==> config.mk <==
export PLATFORM = sky130hd
export DESIGN_NAME = ucc_ctrl_flat
export DESIGN_NICKNAME = d
export VERILOG_FILES = /design/src/rtl/ucc_pkg.sv /design/src/rtl/ucc_ctrl_if.sv /design/src/rtl/ucc_len_cnt.sv /design/src/rtl/ucc_ctrl.sv /design/src/flat_wrapper.sv
export SDC_FILE = /design/constraint.sdc
export NUM_CORES = 1
export LEC_CHECK = 0
export CAP_MARGIN = 20
export CORE_UTILIZATION = 40
export CTS_BUF_LIST = sky130_fd_sc_hd__clkbuf_2 sky130_fd_sc_hd__clkbuf_4 sky130_fd_sc_hd__clkbuf_8
export CTS_CLUSTER_SIZE = 16
export DETAILED_ROUTE_END_ITERATION = 16
export PLACE_DENSITY = 0.68
export SLEW_MARGIN = 20
export SYNTH_ARGS = -nofsm -noshare
export SYNTH_HDL_FRONTEND = slang
export SYNTH_HIERARCHICAL = 1
export SYNTH_SLANG_ARGS = --single-unit
==> constraint.sdc <==
create_clock -name clk -period 2.2 [get_ports clk]
set_clock_uncertainty 0.05 [all_clocks]
set_input_delay 0.55 -clock clk [delete_from_list [all_inputs] [get_ports clk]]
set_output_delay 0.55 -clock clk [all_outputs]
set_load 0.01 [all_outputs]
==> src/rtl/ucc_pkg.sv <==
// Shared definitions for the UCC chain sequencer: chain mode codes, command
// op codes (identical to the modes) and the sequencer FSM state encoding.
package ucc_pkg;

  localparam logic [1:0] MODE_HOLD  = 2'b00;
  localparam logic [1:0] MODE_COUNT = 2'b01;
  localparam logic [1:0] MODE_SHIFT = 2'b10;
  localparam logic [1:0] MODE_LOAD  = 2'b11;

  // An op code is driven straight onto chain_min while running.
  localparam logic [1:0] OP_HOLD  = MODE_HOLD;
  localparam logic [1:0] OP_COUNT = MODE_COUNT;
  localparam logic [1:0] OP_SHIFT = MODE_SHIFT;
  localparam logic [1:0] OP_LOAD  = MODE_LOAD;

  typedef enum logic [1:0] {
    IDLE = 2'd0,
    RUN  = 2'd1,
    DONE = 2'd2
  } state_t;

endpackage

==> src/rtl/ucc_ctrl_if.sv <==
// Command handshake bundle for ucc_ctrl: the requester drives the command
// fields and valid, the sequencer answers with ready.
interface ucc_ctrl_if #(
  parameter int WIDTH = 8,
  parameter int CNT_W = 8
);
  logic             cmd_valid;
  logic             cmd_ready;
  logic [1:0]       cmd_op;
  logic [CNT_W-1:0] cmd_len;
  logic [WIDTH-1:0] cmd_data;
  logic             cmd_sin;

  modport master (
    output cmd_valid, cmd_op, cmd_len, cmd_data, cmd_sin,
    input  cmd_ready
  );

  modport slave (
    input  cmd_valid, cmd_op, cmd_len, cmd_data, cmd_sin,
    output cmd_ready
  );
endinterface

==> src/rtl/ucc_len_cnt.sv <==
// Remaining-cycle down-counter for the sequencer: loads the command length,
// decrements once per running cycle and flags the final cycle.
module ucc_len_cnt #(
  parameter int CNT_W = 8
) (
  input  logic             clk,
  input  logic             rst,
  input  logic             load,
  input  logic [CNT_W-1:0] load_val,
  input  logic             dec,
  output logic             last
);

  logic [CNT_W-1:0] rem_reg;

  // Saturates at zero so a stray decrement can never wrap to the maximum.
  always_ff @(posedge clk or posedge rst) begin
    if (rst) begin
      rem_reg <= '0;
    end else if (load) begin
      rem_reg <= load_val;
    end else if (dec && (rem_reg != '0)) begin
      rem_reg <= rem_reg - 1'b1;
    end
  end

  assign last = (rem_reg == CNT_W'(1));

endmodule

==> src/rtl/ucc_ctrl.sv <==
// Command sequencer driving a cascade of universal counter cells.
// Overflow detection is built only when UCC_CTRL_OVF_EN is defined.
module ucc_ctrl
  import ucc_pkg::*;
#(
  parameter int WIDTH = 8,
  parameter int CNT_W = 8
) (
  input  logic             clk,
  input  logic             rst,
  ucc_ctrl_if.slave        cmd,
  output logic [1:0]       chain_min,
  output logic             chain_cin,
  output logic             chain_fin,
  output logic [WIDTH-1:0] chain_pin,
  input  logic             chain_cout,
  output logic             busy,
  output logic             done,
  output logic             ovf,
  input  logic             ovf_clr
);

  state_t           state_reg, state_next;
  logic [1:0]       op_reg, op_next;
  logic             sin_reg, sin_next;
  logic [WIDTH-1:0] pin_next;
  logic [1:0]       min_next;
  logic             cin_next, fin_next;
  logic             handshake;
  logic             cnt_last;

  assign handshake = (state_reg == IDLE) && cmd.cmd_valid;

  ucc_len_cnt #(.CNT_W(CNT_W)) u_len_cnt (
    .clk      (clk),
    .rst      (rst),
    .load     (handshake),
    .load_val (cmd.cmd_len),
    .dec      (state_reg == RUN),
    .last     (cnt_last)
  );

  always_ff @(posedge clk or posedge rst) begin
    if (rst) begin
      state_reg <= IDLE;
      op_reg    <= OP_HOLD;
      sin_reg   <= 1'b0;
    end else begin
      state_reg <= state_next;
      op_reg    <= op_next;
      sin_reg   <= sin_next;
    end
  end

  always_comb begin
    state_next = state_reg;
    op_next    = op_reg;
    sin_next   = sin_reg;
    pin_next   = chain_pin;
    unique case (state_reg)
      IDLE: begin
        if (cmd.cmd_valid) begin
          op_next  = cmd.cmd_op;
          sin_next = cmd.cmd_sin;
          pin_next = cmd.cmd_data;
          // A zero-length timed op has nothing to drive and completes at once.
          if ((cmd.cmd_op != OP_LOAD) && (cmd.cmd_len == '0)) begin
            state_next = DONE;
          end else begin
            state_next = RUN;
          end
        end
      end
      RUN: begin
        if ((op_reg == OP_LOAD) || cnt_last) begin
          state_next = DONE;
        end
      end
      DONE:    state_next = IDLE;
      default: state_next = IDLE;
    endcase

    // Outputs are registered, so they are decoded from the upcoming state.
    min_next = (state_next == RUN) ? op_next : MODE_HOLD;
    cin_next = (state_next == RUN) && (op_next == OP_COUNT);
    fin_next = (state_next == RUN) && (op_next == OP_SHIFT) && sin_next;
  end

  always_ff @(posedge clk or posedge rst) begin
    if (rst) begin
      chain_min     <= MODE_HOLD;
      chain_cin     <= 1'b0;
      chain_fin     <= 1'b0;
      chain_pin     <= '0;
      cmd.cmd_ready <= 1'b1;
      busy          <= 1'b0;
      done          <= 1'b0;
    end else begin
      chain_min     <= min_next;
      chain_cin     <= cin_next;
      chain_fin     <= fin_next;
      chain_pin     <= pin_next;
      cmd.cmd_ready <= (state_next == IDLE);
      busy          <= (state_next == RUN);
      done          <= (state_next == DONE);
    end
  end

`ifdef UCC_CTRL_OVF_EN
  logic ovf_reg;

  // Setting has priority over a simultaneous clear.
  always_ff @(posedge clk or posedge rst) begin
    if (rst) begin
      ovf_reg <= 1'b0;
    end else if ((chain_min == MODE_COUNT) && chain_cin && chain_cout) begin
      ovf_reg <= 1'b1;
    end else if (ovf_clr) begin
      ovf_reg <= 1'b0;
    end
  end

  assign ovf = ovf_reg;
`else
  logic unused_ovf_inputs;
  assign unused_ovf_inputs = chain_cout ^ ovf_clr;
  assign ovf = 1'b0;
`endif

endmodule

==> src/flat_wrapper.sv <==
// flat-port wrapper written by rule: the top's interface ports become plain ports
module ucc_ctrl_flat import ucc_pkg::*;
#(
  parameter int WIDTH = 8,
  parameter int CNT_W = 8
)
  (clk, rst, chain_min, chain_cin, chain_fin, chain_pin, chain_cout, busy, done, ovf, ovf_clr, cmd_cmd_valid, cmd_cmd_op, cmd_cmd_len, cmd_cmd_data, cmd_cmd_sin, cmd_cmd_ready);
  ucc_ctrl_if #(.WIDTH(WIDTH), .CNT_W(CNT_W)) cmd_i ();
  input  logic clk;
  input  logic rst;
  output logic [1:0] chain_min;
  output logic chain_cin;
  output logic chain_fin;
  output logic [WIDTH-1:0] chain_pin;
  input  logic chain_cout;
  output logic busy;
  output logic done;
  output logic ovf;
  input  logic ovf_clr;
  input wire logic [$bits(cmd_i.cmd_valid)-1:0] cmd_cmd_valid;
  input wire logic [$bits(cmd_i.cmd_op)-1:0] cmd_cmd_op;
  input wire logic [$bits(cmd_i.cmd_len)-1:0] cmd_cmd_len;
  input wire logic [$bits(cmd_i.cmd_data)-1:0] cmd_cmd_data;
  input wire logic [$bits(cmd_i.cmd_sin)-1:0] cmd_cmd_sin;
  output wire logic [$bits(cmd_i.cmd_ready)-1:0] cmd_cmd_ready;
  assign cmd_i.cmd_valid = cmd_cmd_valid;
  assign cmd_i.cmd_op = cmd_cmd_op;
  assign cmd_i.cmd_len = cmd_cmd_len;
  assign cmd_i.cmd_data = cmd_cmd_data;
  assign cmd_i.cmd_sin = cmd_cmd_sin;
  assign cmd_cmd_ready = cmd_i.cmd_ready;
  ucc_ctrl #(.WIDTH(WIDTH), .CNT_W(CNT_W)) u_core (.clk(clk), .rst(rst), .cmd(cmd_i), .chain_min(chain_min), .chain_cin(chain_cin), .chain_fin(chain_fin), .chain_pin(chain_pin), .chain_cout(chain_cout), .busy(busy), .done(done), .ovf(ovf), .ovf_clr(ovf_clr));
endmodule
==> flow_summary.json, run 1 <==
{
  "status": "completed",
  "antenna_found_initial": 0,
  "cts_max_level": 1,
  "hpwl_um": 2290,
  "finalNonFillerCells": 211,
  "startpoint_type": "register",
  "seq_area_frac_synth": 0.508,
  "ys_seq_elements": 28,
  "final_max_slew_viol_count": 0,
  "synth_area_leaders": "dfrtp_1 (49%), mux2_2 (8.1%), or4_1 (3.3%), ha_1 (2.7%), a31oi_1 (2.3%)",
  "muxShareOfSynthArea": 0.0887,
  "area_growth_pct": 34.8,
  "finalWeightedCongestion": 0.855,
  "wl_per_cell_um": 14.0,
  "path_max_fanout": 6,
  "ys_types": 38,
  "fillerInstances": 288,
  "path_clk_slew_ns": 0.14,
  "drive_gt1_frac": 0.174,
  "dp_cells": 207,
  "wl_um": 2960,
  "clock-root-buffer": "clkbuf_4",
  "p_sw_frac": 0.363,
  "syn_inst": 126,
  "fmaxAchievable_mhz": 489,
  "insertedDiodeCount": 0,
  "register_area_um2": 702,
  "cap_violations": 0,
  "switching_power_w": 0.000862,
  "crit_chain": "or4_1 -> nor4b_1 -> a21oi_1 -> nand2_1 -> a211oi_1",
  "dieArea_um2": 3700,
  "tritoncts": "yes",
  "period_share": 0.930,
  "crit_family": "simple AND/OR/NAND/NOR gates",
  "comb_power_share": 0.504,
  "post-cts-setup-buffer-count": 0,
  "grt_max_degree": 21,
  "multi_input_area_um2": 619,
  "synth_top_family_by_area": "simple AND/OR/NAND/NOR gates",
  "final_cell_mix": "clkdlybuf4s50_1 (36), dfrtp_1 (27), mux2_2 (10), nor2_1 (8), buf_4 (8)",
  "grt_overflow": 0,
  "cts_hold_buffers": 0,
  "coreArea_um2": 3150,
  "syn_area_um2": 1380,
  "syn_nets": 153,
  "synthSimpleGateAreaFrac": 0.194,
  "cts_made_buffers": 3,
  "syn_avg_cell_area_um2": 11.0,
  "rsz0062_at_grt": "false",
  "track_usage": 0.175,
  "utilization": 0.591,
  "start_util": 0.438,
  "numPortBuffers": 36,
  "worstSetupEndpointType": "register",
  "clk_latency_ns": 0.32,
  "synth-xor-area-share": 0,
  "grt_pass1_wl_um": 4670,
  "io_pins": 40,
  "ant_nets": 0,
  "yosys_warnings": 6,
  "final_common_cell": "clkdlybuf4s50_1",
  "grt_pass1_vias": 1048,
  "power_frac_clock": 0.102,
  "finalSetupViolations": 0,
  "max_stage_delay_ns": 0.59,
  "drt-vias-per-instance": 5.26,
  "p_int_w": 0.00151,
  "cp_data_arrival_time_ns": 2.20,
  "crit_slowest_cell": "or4_1",
  "hold_violations": 0,
  "via_count": 1110,
  "nets": 195,
  "powerDensity_nw_per_um2": 1270,
  "numClockSinks": 28,
  "synthAdderAreaFrac": 0.0271,
  "synth_compound_area_frac": 0.132,
  "first_pass_iters": 4,
  "peakVddDrop_uv": 698,
  "chipHeight_um": 60.8,
  "power.leakage_nw": 0.754,
  "path_class": "reg -> reg",
  "rows": 20,
  "cts_resized": 0,
  "drt_iter0_drc": 28,
  "die_w_um": 60.8,
  "period_needed_ns": 2.05,
  "synth_top_area_share": 0.489,
  "clock_path_buffers": 2,
  "holdCritPathClass": "in -> async",
  "p_seq_frac": 0.394,
  "worstPathRequired_ns": 2.36,
  "cp.buffers_inverters": 0,
  "synth_top_area_cell": "dfrtp_1",
  "setup_tns_ns": 0,
  "drc_errors": 0
}
[synth_stat cells]
master,instances
inv_1,7
o41ai_1,2
nor3b_1,4
o311ai_0,1
o211ai_1,2
nor2_1,8
or4_4,1
nand3_1,5
dfstp_2,1
nor3_1,2
ha_1,3
or4b_1,1
nor4b_1,1
buf_2,2
o31ai_1,1
a32oi_1,1
o31ai_4,1
a211oi_1,1
mux2i_1,1
o21ai_0,2
dfrtp_1,27
a31oi_1,5
a21oi_1,4
buf_4,2
nand4_1,1
and2_1,4
mux2_2,10
clkbuf_1,3
or4_1,6
nand3b_1,1
nand2_1,5
o2111ai_1,2
or3b_2,2
or4b_2,1
o2bb2ai_1,2
conb_1,1
clkinv_1,1
nor2b_1,2
[cells by family (layout without fill, tap and decap cells)]
family / after synthesis / in the layout
other cells: 1 / 1
mux: 11 / 11
fa+ha+maj: 3 / 3
buf+inv: 15 / 56
flops: 28 / 28
simple gates: 44 / 44
compound gates: 24 / 24
[per-stage QoR]
stage / hold WS, ns / power (W) / cell area, um^2 / setup WS (ns)
6_report: 0.456 / 0.00237 / 1860 / 0.155
5_1_grt: 0.473 / 0.00255 / 1860 / 0.0275
4_1_cts: 0.452 / 0.00239 / 1860 / 0.178
3_5_place_dp: 0.446 / 0.00214 / 1830 / -0.0754
3_3_place_gp: 0.433 / 0.00209 / 1830 / -0.0381
2_1_floorplan: 0.316 / 0.00161 / 1380 / 0.240
[power groups by stage]
stage	registers (W)	clock network (W)	logic [W]
2_1_floorplan	0.000978	0	0.000633
3_3_place_gp	0.000934	0	0.00116
3_5_place_dp	0.000949	0	0.00119
4_1_cts	0.000936	0.000254	0.00120
5_1_grt	0.000964	0.000273	0.00131
6_report	0.000935	0.000241	0.00120
[cell type report]
type                    count  area share
well taps                  44      0.0295
repair buffers             44       0.226
clock buffers               4      0.0195
multi-input cells          83       0.332
inverters                   8      0.0161
flip-flops and latches     28       0.377
[path summary, 6_finish.rpt]
| kind | start | to | slack (ns) | cells after the start |
|---|---|---|---|---|
| setup / recovery | u_core/u_len_cnt/rem_reg[2] | u_core/chain_cin | 0.15 | 5 |
| hold / removal | rst | u_core/u_len_cnt/rem_reg[6] | 0.46 | 2 |
| setup reg to reg | u_core/u_len_cnt/rem_reg[2] | u_core/chain_cin | 0.15 | 5 |
| hold reg to reg | u_core/chain_pin[1] | u_core/chain_pin[1] | 0.47 | 1 |
| max in group asynchronous | rst | u_core/cmd.cmd_ready | 1.32 | 3 |
| min in group clk | u_core/chain_pin[1] | u_core/chain_pin[1] | 0.47 | 1 |
[layer usage]
| layer | vias to the layer above | GRT usage | wire [um] |
|---|---|---|---|
| met3 | 2 | 0.0405 | 104 |
| met1 | 536 | 0.231 | 1350 |
| li1 | 548 | - | - |
| met4 | 0 | 0.0552 | 26 |
| met5 | - | 0 | 0 |
| met2 | 24 | 0.286 | 1480 |
No activity file was read; power rests on OpenSTA's default activity.
==> run 2, diff against run 1 <==
Settings changed: CTS_BUF_LIST sky130_fd_sc_hd__clkbuf_2 sky130_fd_sc_hd__clkbuf_4 sky130_fd_sc_hd__clkbuf_8 to default.
==> results of run 2 <==
The final DEF is identical to that of run 1; final timing and power are the same.
==> run 3, diff against run 2 <==
Settings changed: TNS_END_PERCENT from default to 5.
==> results of run 3 <==
The final DEF is identical to that of run 1; final timing and power are the same.
